`config.mk`:
```
export PLATFORM = sky130hd
export DESIGN_NAME = intersection_phase_controller
export DESIGN_NICKNAME = d
export VERILOG_FILES = /design/src/rtl/intersection_phase_controller.sv
export SDC_FILE = /design/constraint.sdc
export NUM_CORES = 1
export LEC_CHECK = 0
export ABC_AREA = 1
export BUFFER_PORTS_ARGS = -buffer_cell sky130_fd_sc_hd__buf_2
export CORE_MARGIN = 4
export CORE_UTILIZATION = 60
export DETAILED_ROUTE_END_ITERATION = 12
export PLACE_DENSITY = 0.8
export SLEW_MARGIN = 20
export SYNTH_ARGS = -nofsm -noshare
export SYNTH_HDL_FRONTEND = slang
export SYNTH_SLANG_ARGS = --single-unit
```
`constraint.sdc`:
```
create_clock -name clock -period 4.1 [get_ports clock]
set_clock_uncertainty 0.2 [all_clocks]
set_input_delay 0.41 -clock clock [delete_from_list [all_inputs] [get_ports clock]]
set_output_delay 0.41 -clock clock [all_outputs]
set_load 0.05 [all_outputs]
```
`src/rtl/intersection_phase_controller.sv`:
```
`default_nettype none
// ============================================================================
//  Module      : intersection_phase_controller
//  Description : Timed phase sequencer for a two-road (EW / NS) intersection
//                with a pedestrian all-red walk phase. Min/max green with
//                gap-out, fixed yellow, all-red and walk intervals.
//  Revision    : 1.0 - initial release
// ============================================================================
module intersection_phase_controller #(
    parameter int MIN_GREEN    = 4,
    parameter int MAX_GREEN    = 10,
    parameter int YELLOW_TIME  = 2,
    parameter int ALL_RED_TIME = 1,
    parameter int WALK_TIME    = 3,
    parameter int CNT_W        = 6
) (
    input  logic       clock,
    input  logic       reset_n,
    input  logic       ew_car,
    input  logic       ns_car,
    input  logic       ped_req,
    output logic [2:0] ew_light,
    output logic [2:0] ns_light,
    output logic       walk,
    output logic       ped_ack,
    output logic [2:0] phase
);

    typedef enum logic [2:0] {
        EW_GREEN  = 3'd0,
        EW_YELLOW = 3'd1,
        ALL_RED_A = 3'd2,
        NS_GREEN  = 3'd3,
        NS_YELLOW = 3'd4,
        ALL_RED_B = 3'd5,
        PED_WALK  = 3'd6
    } state_e;

    // Lamp codes {red,yellow,green}
    localparam logic [2:0] c_RED = 3'b100;
    localparam logic [2:0] c_YEL = 3'b010;
    localparam logic [2:0] c_GRN = 3'b001;

    // Last timer value of each interval
    localparam logic [CNT_W-1:0] c_MIN_LAST  = CNT_W'(MIN_GREEN - 1);
    localparam logic [CNT_W-1:0] c_MAX_LAST  = CNT_W'(MAX_GREEN - 1);
    localparam logic [CNT_W-1:0] c_YEL_LAST  = CNT_W'(YELLOW_TIME - 1);
    localparam logic [CNT_W-1:0] c_RED_LAST  = CNT_W'(ALL_RED_TIME - 1);
    localparam logic [CNT_W-1:0] c_WALK_LAST = CNT_W'(WALK_TIME - 1);

    // next_dir encoding: 0 = EW, 1 = NS
    localparam logic c_DIR_EW = 1'b0;
    localparam logic c_DIR_NS = 1'b1;

    // Kept as a plain vector so the unused code 7 is representable and recoverable
    logic [2:0]       state_q, state_d;
    logic [CNT_W-1:0] timer_q, timer_d;
    logic             ped_q, ped_d;
    logic             next_dir_q, next_dir_d;
    logic [2:0]       ew_q, ns_q;
    logic             walk_q, ack_q;

    logic             w_ew_demand;
    logic             w_ns_demand;
    logic             w_enter_walk;

    function automatic logic [2:0] ew_decode(input logic [2:0] s);
        case (s)
            EW_GREEN:  ew_decode = c_GRN;
            EW_YELLOW: ew_decode = c_YEL;
            default:   ew_decode = c_RED;
        endcase
    endfunction

    function automatic logic [2:0] ns_decode(input logic [2:0] s);
        case (s)
            NS_GREEN:  ns_decode = c_GRN;
            NS_YELLOW: ns_decode = c_YEL;
            default:   ns_decode = c_RED;
        endcase
    endfunction

    // Demand seen by the road currently holding green
    assign w_ew_demand  = ns_car | ped_q;
    assign w_ns_demand  = ew_car | ped_q;
    assign w_enter_walk = (state_d == PED_WALK) && (state_q != PED_WALK);

    // Next-state, timer and pedestrian-latch logic
    always_comb begin
        state_d    = state_q;
        next_dir_d = next_dir_q;
        case (state_q)
            EW_GREEN: begin
                if (w_ew_demand && (((timer_q >= c_MIN_LAST) && !ew_car) ||
                                    (timer_q == c_MAX_LAST)))
                    state_d = EW_YELLOW;
            end
            EW_YELLOW: begin
                if (timer_q == c_YEL_LAST) state_d = ALL_RED_A;
            end
            ALL_RED_A: begin
                if (timer_q == c_RED_LAST) begin
                    next_dir_d = c_DIR_NS;
                    state_d    = ped_q ? PED_WALK : NS_GREEN;
                end
            end
            NS_GREEN: begin
                if (w_ns_demand && (((timer_q >= c_MIN_LAST) && !ns_car) ||
                                    (timer_q == c_MAX_LAST)))
                    state_d = NS_YELLOW;
            end
            NS_YELLOW: begin
                if (timer_q == c_YEL_LAST) state_d = ALL_RED_B;
            end
            ALL_RED_B: begin
                if (timer_q == c_RED_LAST) begin
                    next_dir_d = c_DIR_EW;
                    state_d    = ped_q ? PED_WALK : EW_GREEN;
                end
            end
            PED_WALK: begin
                if (timer_q == c_WALK_LAST)
                    state_d = (next_dir_q == c_DIR_NS) ? NS_GREEN : EW_GREEN;
            end
            default: state_d = EW_GREEN;
        endcase

        // Timer restarts on any phase change and saturates instead of wrapping
        if (state_d != state_q)
            timer_d = '0;
        else if (timer_q != c_MAX_LAST)
            timer_d = timer_q + CNT_W'(1);
        else
            timer_d = timer_q;

        // Clearing on walk entry takes priority over a same-cycle request
        if (w_enter_walk)
            ped_d = 1'b0;
        else
            ped_d = ped_q | (ped_req && (state_q != PED_WALK));
    end

    // State registers; lamp outputs are registered from the next state
    always_ff @(posedge clock or negedge reset_n) begin
        if (!reset_n) begin
            state_q    <= EW_GREEN;
            timer_q    <= '0;
            ped_q      <= 1'b0;
            next_dir_q <= c_DIR_NS;
            ew_q       <= c_GRN;
            ns_q       <= c_RED;
            walk_q     <= 1'b0;
            ack_q      <= 1'b0;
        end else begin
            state_q    <= state_d;
            timer_q    <= timer_d;
            ped_q      <= ped_d;
            next_dir_q <= next_dir_d;
            ew_q       <= ew_decode(state_d);
            ns_q       <= ns_decode(state_d);
            walk_q     <= (state_d == PED_WALK);
            ack_q      <= w_enter_walk;
        end
    end

    assign ew_light = ew_q;
    assign ns_light = ns_q;
    assign walk     = walk_q;
    assign ped_ack  = ack_q;
    assign phase    = state_q;

endmodule
`default_nettype wire

```
==> results of run 1 <==
per-layer routing:
metal / up-vias / track usage, % / wire length (um)
li1: 488 / - / -
met2: 23 / 31.57 / 1071
met3: 4 / 3.438 / 97
met1: 452 / 27.88 / 1016
met4: 0 / 11.79 / 42
met5: - / 0 / 0
cell usage after synthesis (all sizes together):
cell type	number	area, um2
nand2	33	128.9
nor2	29	151.4
inv	23	86.33
dfrtp	16	400.4
nand3	14	100.1
a21oi	5	25.02
ha	4	50.05
dfstp	3	78.83
nand4	3	31.28
nor3	3	15.01
xor2	3	26.28
o21ai	2	10.01
a211oi	1	7.510
a21boi	1	7.510
o211ai	1	7.510
xnor2	1	8.760
cell usage in the layout (no fill, tap or decap):
cell type,Yosys,routed
nand4_1,1,1
ha_1,4,4
xnor2_1,1,1
a211oi_1,1,1
nor3_1,3,3
xor2_1,3,3
nand4_2,2,2
dfrtp_1,16,16
o21ai_0,2,2
nand2_1,31,31
inv_2,3,3
nor2_4,4,4
nand3_2,6,6
dfstp_2,3,3
nand2_2,2,2
a21oi_1,5,5
clkbuf_4,0,3
nand3_1,8,8
dlygate4sd3_1,0,1
o211ai_1,1,1
nor2_1,20,20
inv_1,20,20
a21boi_0,1,1
clkinv_2,0,1
buf_2,0,15
nor2_2,5,5
power groups by stage:
| stage | Clock (mW) | Sequential, mW | Combinational [mW] |
|---|---|---|---|
| 6_report | 0.0923 | 0.308 | 0.646 |
| 5_1_grt | 0.106 | 0.314 | 0.723 |
| 4_1_cts | 0.0958 | 0.307 | 0.651 |
| 3_5_place_dp | 0 | 0.311 | 0.648 |
| 3_3_place_gp | 0 | 0.308 | 0.636 |
| 2_1_floorplan | 0 | 0.454 | 0.371 |
critical path: stages (launching register included):
cell,delay (ps)
dfrtp_1,430
inv_1,110
ha_1,220
nand4_2,190
nand2_1,130
nand2_2,80
nand2_2,110
inv_1,80
nor2_4,140
nand2_1,80
nand3_2,110
nor2_1,60
metrics by stage:
step	util (%)	hold WS (ps)	setup WS, ps	std cells
global route	72.48	180.4	1852	187
detailed placement	70.35	171.0	2053	182
finish	72.48	167.5	2058	187
floorplan	-	-85.59	2088	142
global placement	70.35	163.0	2106	182
CTS	72.48	164.7	2045	187
registers in the layout, summed over array words and instances, names as in the netlist:
name        count
next_dir_q      1
phase           3
walk            1
ped_q           1
timer_q         6
ped_ack         1
ns_light        3
ew_light        3
worst max-delay path by stage:
stage | start | endpoint | slack [ps] | cells past startpoint
finish | timer_q[1] | timer_q[5] | 2060 | 11
global route | timer_q[1] | timer_q[3] | 1850 | 11
CTS | timer_q[1] | ped_q | 2040 | 11
detailed placement | timer_q[1] | ped_q | 2050 | 11
global placement | timer_q[1] | ped_q | 2110 | 11
floorplan | phase[1] | timer_q[2] | 2090 | 11
layout make-up:
type / count / share of cell area, %
multi-input combinational: 100 / 44.52
sequential: 19 / 37.48
inverter: 23 / 6.751
timing repair buffer: 16 / 6.654
tap: 25 / 2.446
clock buffer: 3 / 1.761
clock inverter: 1 / 0.3914
timing repair:
item | CTS | global route
endpoints found under the hold margin | 16 | 0
hold buffers | 1 | 0
gates resized for setup | 0 | 0
logic make-up after synthesis:
logic type / count (synthesis) / synth area share [%]
flip-flops: 19 / 42.23
buffers and inverters: 23 / 7.607
XOR/XNOR: 4 / 3.088
AO/OA/AOI/OAI: 10 / 5.072
AND/OR/NAND/NOR: 82 / 37.60
adder cells (fa/ha/maj): 4 / 4.410
==> key figures, run 1 <==
Run status
  • Outcome: finished, final reports clean

Hold path
  • Hold Crit Class: primary input to flip-flop
  • Hold endpoint: ped_q
  • Min-delay src: ped_req
  • Depth of the worst hold-timing path: 3

Yosys
  • Post-Syn Instances: 142
  • Synth Warn #: 0
  • Synth unique cells: 22
  • Mapped cell area: 1135 um2
  • Sequential area share after synthesis: 42.23%
  • Syn Area/Cell: 7.992 um2
  • Synthesized Nets: 151
  • Register bit count reported by yosys: 19

Clocking
  • Clk slew on worst S/H paths: 110 ps
  • Num Clock Sinks: 19
  • Post-CTS Setup Repair Bufs: 0
  • # H-tree levels: 1
  • Clock Path Buffers: 2
  • Clk Latency, worst-skew pair: 300 ps
  • CTS tree: built
  • Clock root cell: clkbuf_4
  • CTS Buf Count: 3

STA
  • Count of final setup violators: 0
  • Slew Viols, Final: 0
  • Fin. Hold Viols: 0
  • RSZ-0062 raised after global routing: false
  • Final min period: 2042 ps
  • Worst Max-Slew Pin Slew: 407.3 ps
  • Setup_tns: 0 ps
  • Final worst-path cycle share: 49.80%
  • Highest Clock Rate: 489.7 MHz
  • Slew HR: 72.84%

Placed design
  • Final GP Congestion: 0.9305
  • Placed instance area: 1241 um2
  • Post-detail-place hpwl: 1.793 mm
  • IO buf count: 15

Power and ir drop
  • Clock network power share: 8.8%
  • P_int: 0.4766 mW
  • Switching part of the total: 54.48%
  • Psw: 0.5704 mW
  • Total Power: 1.047 mW
  • Power Density: 818.8 nW/um2
  • Max IR drop VDD: 578.3 uV
  • Leak pwr: 0.7218 nW
  • Sequential Power Share: 29.5%
  • Comb power frac: 61.7%

Die
  • Die height: 51.49 um
  • Core Region: 1764 um2
  • Die Footprint: 2651 um2
  • Starting Density: 64.33%
  • Die W: 51.49 um
  • FP Rows: 15
  • Ports: 16

Layout
  • Reg area: 479.2 um2
  • N_diodes: 0
  • Area Growth Syn to Fin: 12.68%
  • Post-route cell area: 1279 um2
  • Layout Nets: 172
  • Number of fill cells: 167
  • Share of cells above drive strength 1: 27.16%
  • Multi-input gate area: 569.3 um2

Setup path
  • Worst R2R Path Depth: 11
  • Critical path class: flip-flop to flip-flop
  • Startpoint Class: flip-flop
  • RR Startpoint: timer_q[1]
  • Worst Setup End Kind: flip-flop
  • R2r endpoint: timer_q[5]
  • Critical Path RT: 4090 ps
  • FF-to-FF setup slack: 2060 ps
  • Worst-path fanout max: 6
  • WP data arrival: 2030 ps

Routing
  • DR vias: 967
  • Initial DRC count: 23
  • WL/cell: 11.91 um
  • Via density per instance: 5.171
  • Post-detailed-route count of antenna-violating nets: 0
  • Pre-antenna DRT Iters: 5
  • DRC violations left: 0
  • Final wirelength: 2.228 mm

Global routing
  • Initial antenna violation count: 0
  • Vias in the first global route: 912
  • First-pass GRT wire length: 4.036 mm
  • Largest net degree at the start of global routing: 20
  • GR Util All Layers: 20.74%
  • Grt ovf: 0

Flow run
  • Max-cap violation count: 0
Power figures use the tool's default switching activity.
==> inputs of run 2 (changes only) <==
--- a/config.mk
+++ b/config.mk
@@ -8,9 +8,9 @@
 export ABC_AREA = 1
 export BUFFER_PORTS_ARGS = -buffer_cell sky130_fd_sc_hd__buf_2
 export CORE_MARGIN = 4
-export CORE_UTILIZATION = 60
+export CORE_UTILIZATION = 50
 export DETAILED_ROUTE_END_ITERATION = 12
-export PLACE_DENSITY = 0.8
+export PLACE_DENSITY = 0.71
 export SLEW_MARGIN = 20
 export SYNTH_ARGS = -nofsm -noshare
 export SYNTH_HDL_FRONTEND = slang
==> constraint.sdc (replaced) <==
create_clock -name clock -period 1.6 [get_ports clock]
set_clock_uncertainty 0.2 [all_clocks]
set_input_delay 0.16 -clock clock [delete_from_list [all_inputs] [get_ports clock]]
set_output_delay 0.16 -clock clock [all_outputs]
set_load 0.05 [all_outputs]
==> key figures, run 2 (synthesis gave the netlist of run 1 again) <==
Routing
  • Post-detailed-route count of antenna-violating nets: 0
  • WL/cell: 14.19 um
  • DR vias: 1,094
  • Via density per instance: 5.018
  • Pre-antenna DRT Iters: 4
  • Initial DRC count: 41
  • Final wirelength: 3.094 mm
  • DRC violations left: 0

Clocking
  • CTS Buf Count: 3
  • Clk Latency, worst-skew pair: 300 ps
  • CTS tree: built
  • Clock root cell: clkbuf_4
  • # H-tree levels: 1
  • Clock Path Buffers: 2
  • Clk slew on worst S/H paths: 110 ps
  • Num Clock Sinks: 19

Setup path
  • Worst-path fanout max: 4
  • Critical path class: flip-flop to flip-flop
  • WP data arrival: 2050 ps
  • Startpoint Class: flip-flop
  • FF-to-FF setup slack: -410 ps
  • Critical Path RT: 1640 ps
  • Worst Setup End Kind: flip-flop

Power and ir drop
  • Psw: 1.878 mW
  • Power Density: 2165 nW/um2
  • P_int: 1.737 mW
  • Clock network power share: 6.9%
  • Total Power: 3.616 mW
  • Sequential Power Share: 22.1%
  • Leak pwr: 0.8624 nW
  • Switching part of the total: 51.95%
  • Max IR drop VDD: 1767 uV
  • Comb power frac: 71.0%

STA
  • Final min period: 2005 ps
  • RSZ-0062 raised after global routing: true
  • Fin. Hold Viols: 0
  • Final worst-path cycle share: 125.3%
  • Count of final setup violators: 18
  • Slew Viols, Final: 0
  • Slew HR: 72.21%
  • Highest Clock Rate: 498.7 MHz
  • Worst Max-Slew Pin Slew: 416.8 ps
  • PnR worst setup slack: -405.4 ps
  • Setup_tns: -5514 ps

Placed design
  • Placed instance area: 1459 um2
  • Post-detail-place hpwl: 2.184 mm
  • Place WS: -345.2 ps
  • Final GP Congestion: 0.9449
  • IO buf count: 15
  • Placed cell count: 206

Layout
  • Layout Cells excl Fill: 218
  • N_diodes: 0
  • Commonest non-fill, non-tap cell in the layout: buf_4
  • Layout Nets: 201
  • Post-route cell area: 1670 um2
  • Share of cells above drive strength 1: 54.97%
  • Number of fill cells: 131
  • Top reg by flops: timer_q
  • Area Growth Syn to Fin: 47.19%
  • Commonest cells after routing, fill and taps aside: 26 x buf_4, 23 x nand2_1, 16 x nor2_1, 15 x buf_2
  • Max FFs per register: 6

Global routing
  • Largest net degree at the start of global routing: 20
  • GR Util All Layers: 19.39%
  • First-pass GRT wire length: 4.774 mm
  • Grt ovf: 0
  • Initial antenna violation count: 0
  • Vias in the first global route: 1,055

Die
  • Die Footprint: 3096 um2
  • Starting Density: 55.04%
  • Ports: 16
  • Core Region: 2062 um2
  • Die W: 55.64 um
  • FP Rows: 16
  • Die height: 55.64 um

Run status
  • Outcome: complete, but fails checks
  • Failing checks: setup timing

Flow run
  • Max-cap violation count: 0

Hold path
  • Hold Crit Class: primary input to async pin
run 2: cell count changes in the layout (fill, tap and decap cells not counted), sizes merged:
cell,change
clkinv,-1
dlygate4sd3,+1
clkinvlp,+1
buf,+28
run 2: critical path: stages, from the launching register on:
cell	delay (ps)
dfrtp_2	470
inv_2	130
ha_4	180
nand3_1	90
nand2_1	100
nand2_2	80
nor2_4	130
nand3_2	100
nor2_4	160
buf_4	140
nand2_4	50
nor2_4	90
nor2_1	50
run 2: power groups by stage:
stage	registers [mW]	logic [mW]	clock network, mW
detailed placement	0.793	2.05	0
global placement	0.787	1.99	0
CTS	0.786	2.17	0.252
finish	0.801	2.57	0.250
floorplan	1.18	1.02	0
global route	0.816	2.75	0.283
run 2: cell type report:
cell class	count	area [um2]	area share [%]
Clock buffer	3	22.52	1.348
Clock inverter	1	7.507	0.4494
Inverter	23	93.84	5.618
Multi-Input combinational cell	100	714.4	42.77
Sequential cell	19	485.5	29.06
Tap cell	27	33.78	2.022
Timing Repair Buffer	45	312.8	18.73
run 2: per-stage QoR:
| stage | hold slack, ps | util, % |
|---|---|---|
| finish | 110.9 | 81.01 |
| global route | 129.4 | 81.01 |
| CTS | 116.8 | 76.64 |
| detailed placement | -84.83 | 70.75 |
| global placement | -92.22 | 70.75 |
| floorplan | -335.6 | - |
run 2: worst paths after layout:
path,from,endpoint,depth (start not counted)
min in group clock,ew_car,phase[0],6
hold reg to reg,next_dir_q,next_dir_q,2
max in group asynchronous,reset_n,ew_light[0],2
hold / removal,reset_n,ew_light[1],2
setup reg to reg,timer_q[1],ns_light[2],12
setup / recovery,timer_q[1],ns_light[2],12
run 2: per-layer routing:
layer,wire [um],vias up,track usage [%]
met5,0,-,0
met4,30,0,5.903
met3,151,6,6.497
met2,1586,37,32.43
met1,1325,506,23.44
li1,-,545,-
run 2: repair_timing:
action | in CTS | in global routing
endpoints found under the setup margin | 18 | 19
setup buffers | 4 | 2
endpoints found under the hold margin | 20 | 0
gates resized for setup | 10 | 26
pin swaps | 6 | 4
hold buffers | 2 | 0
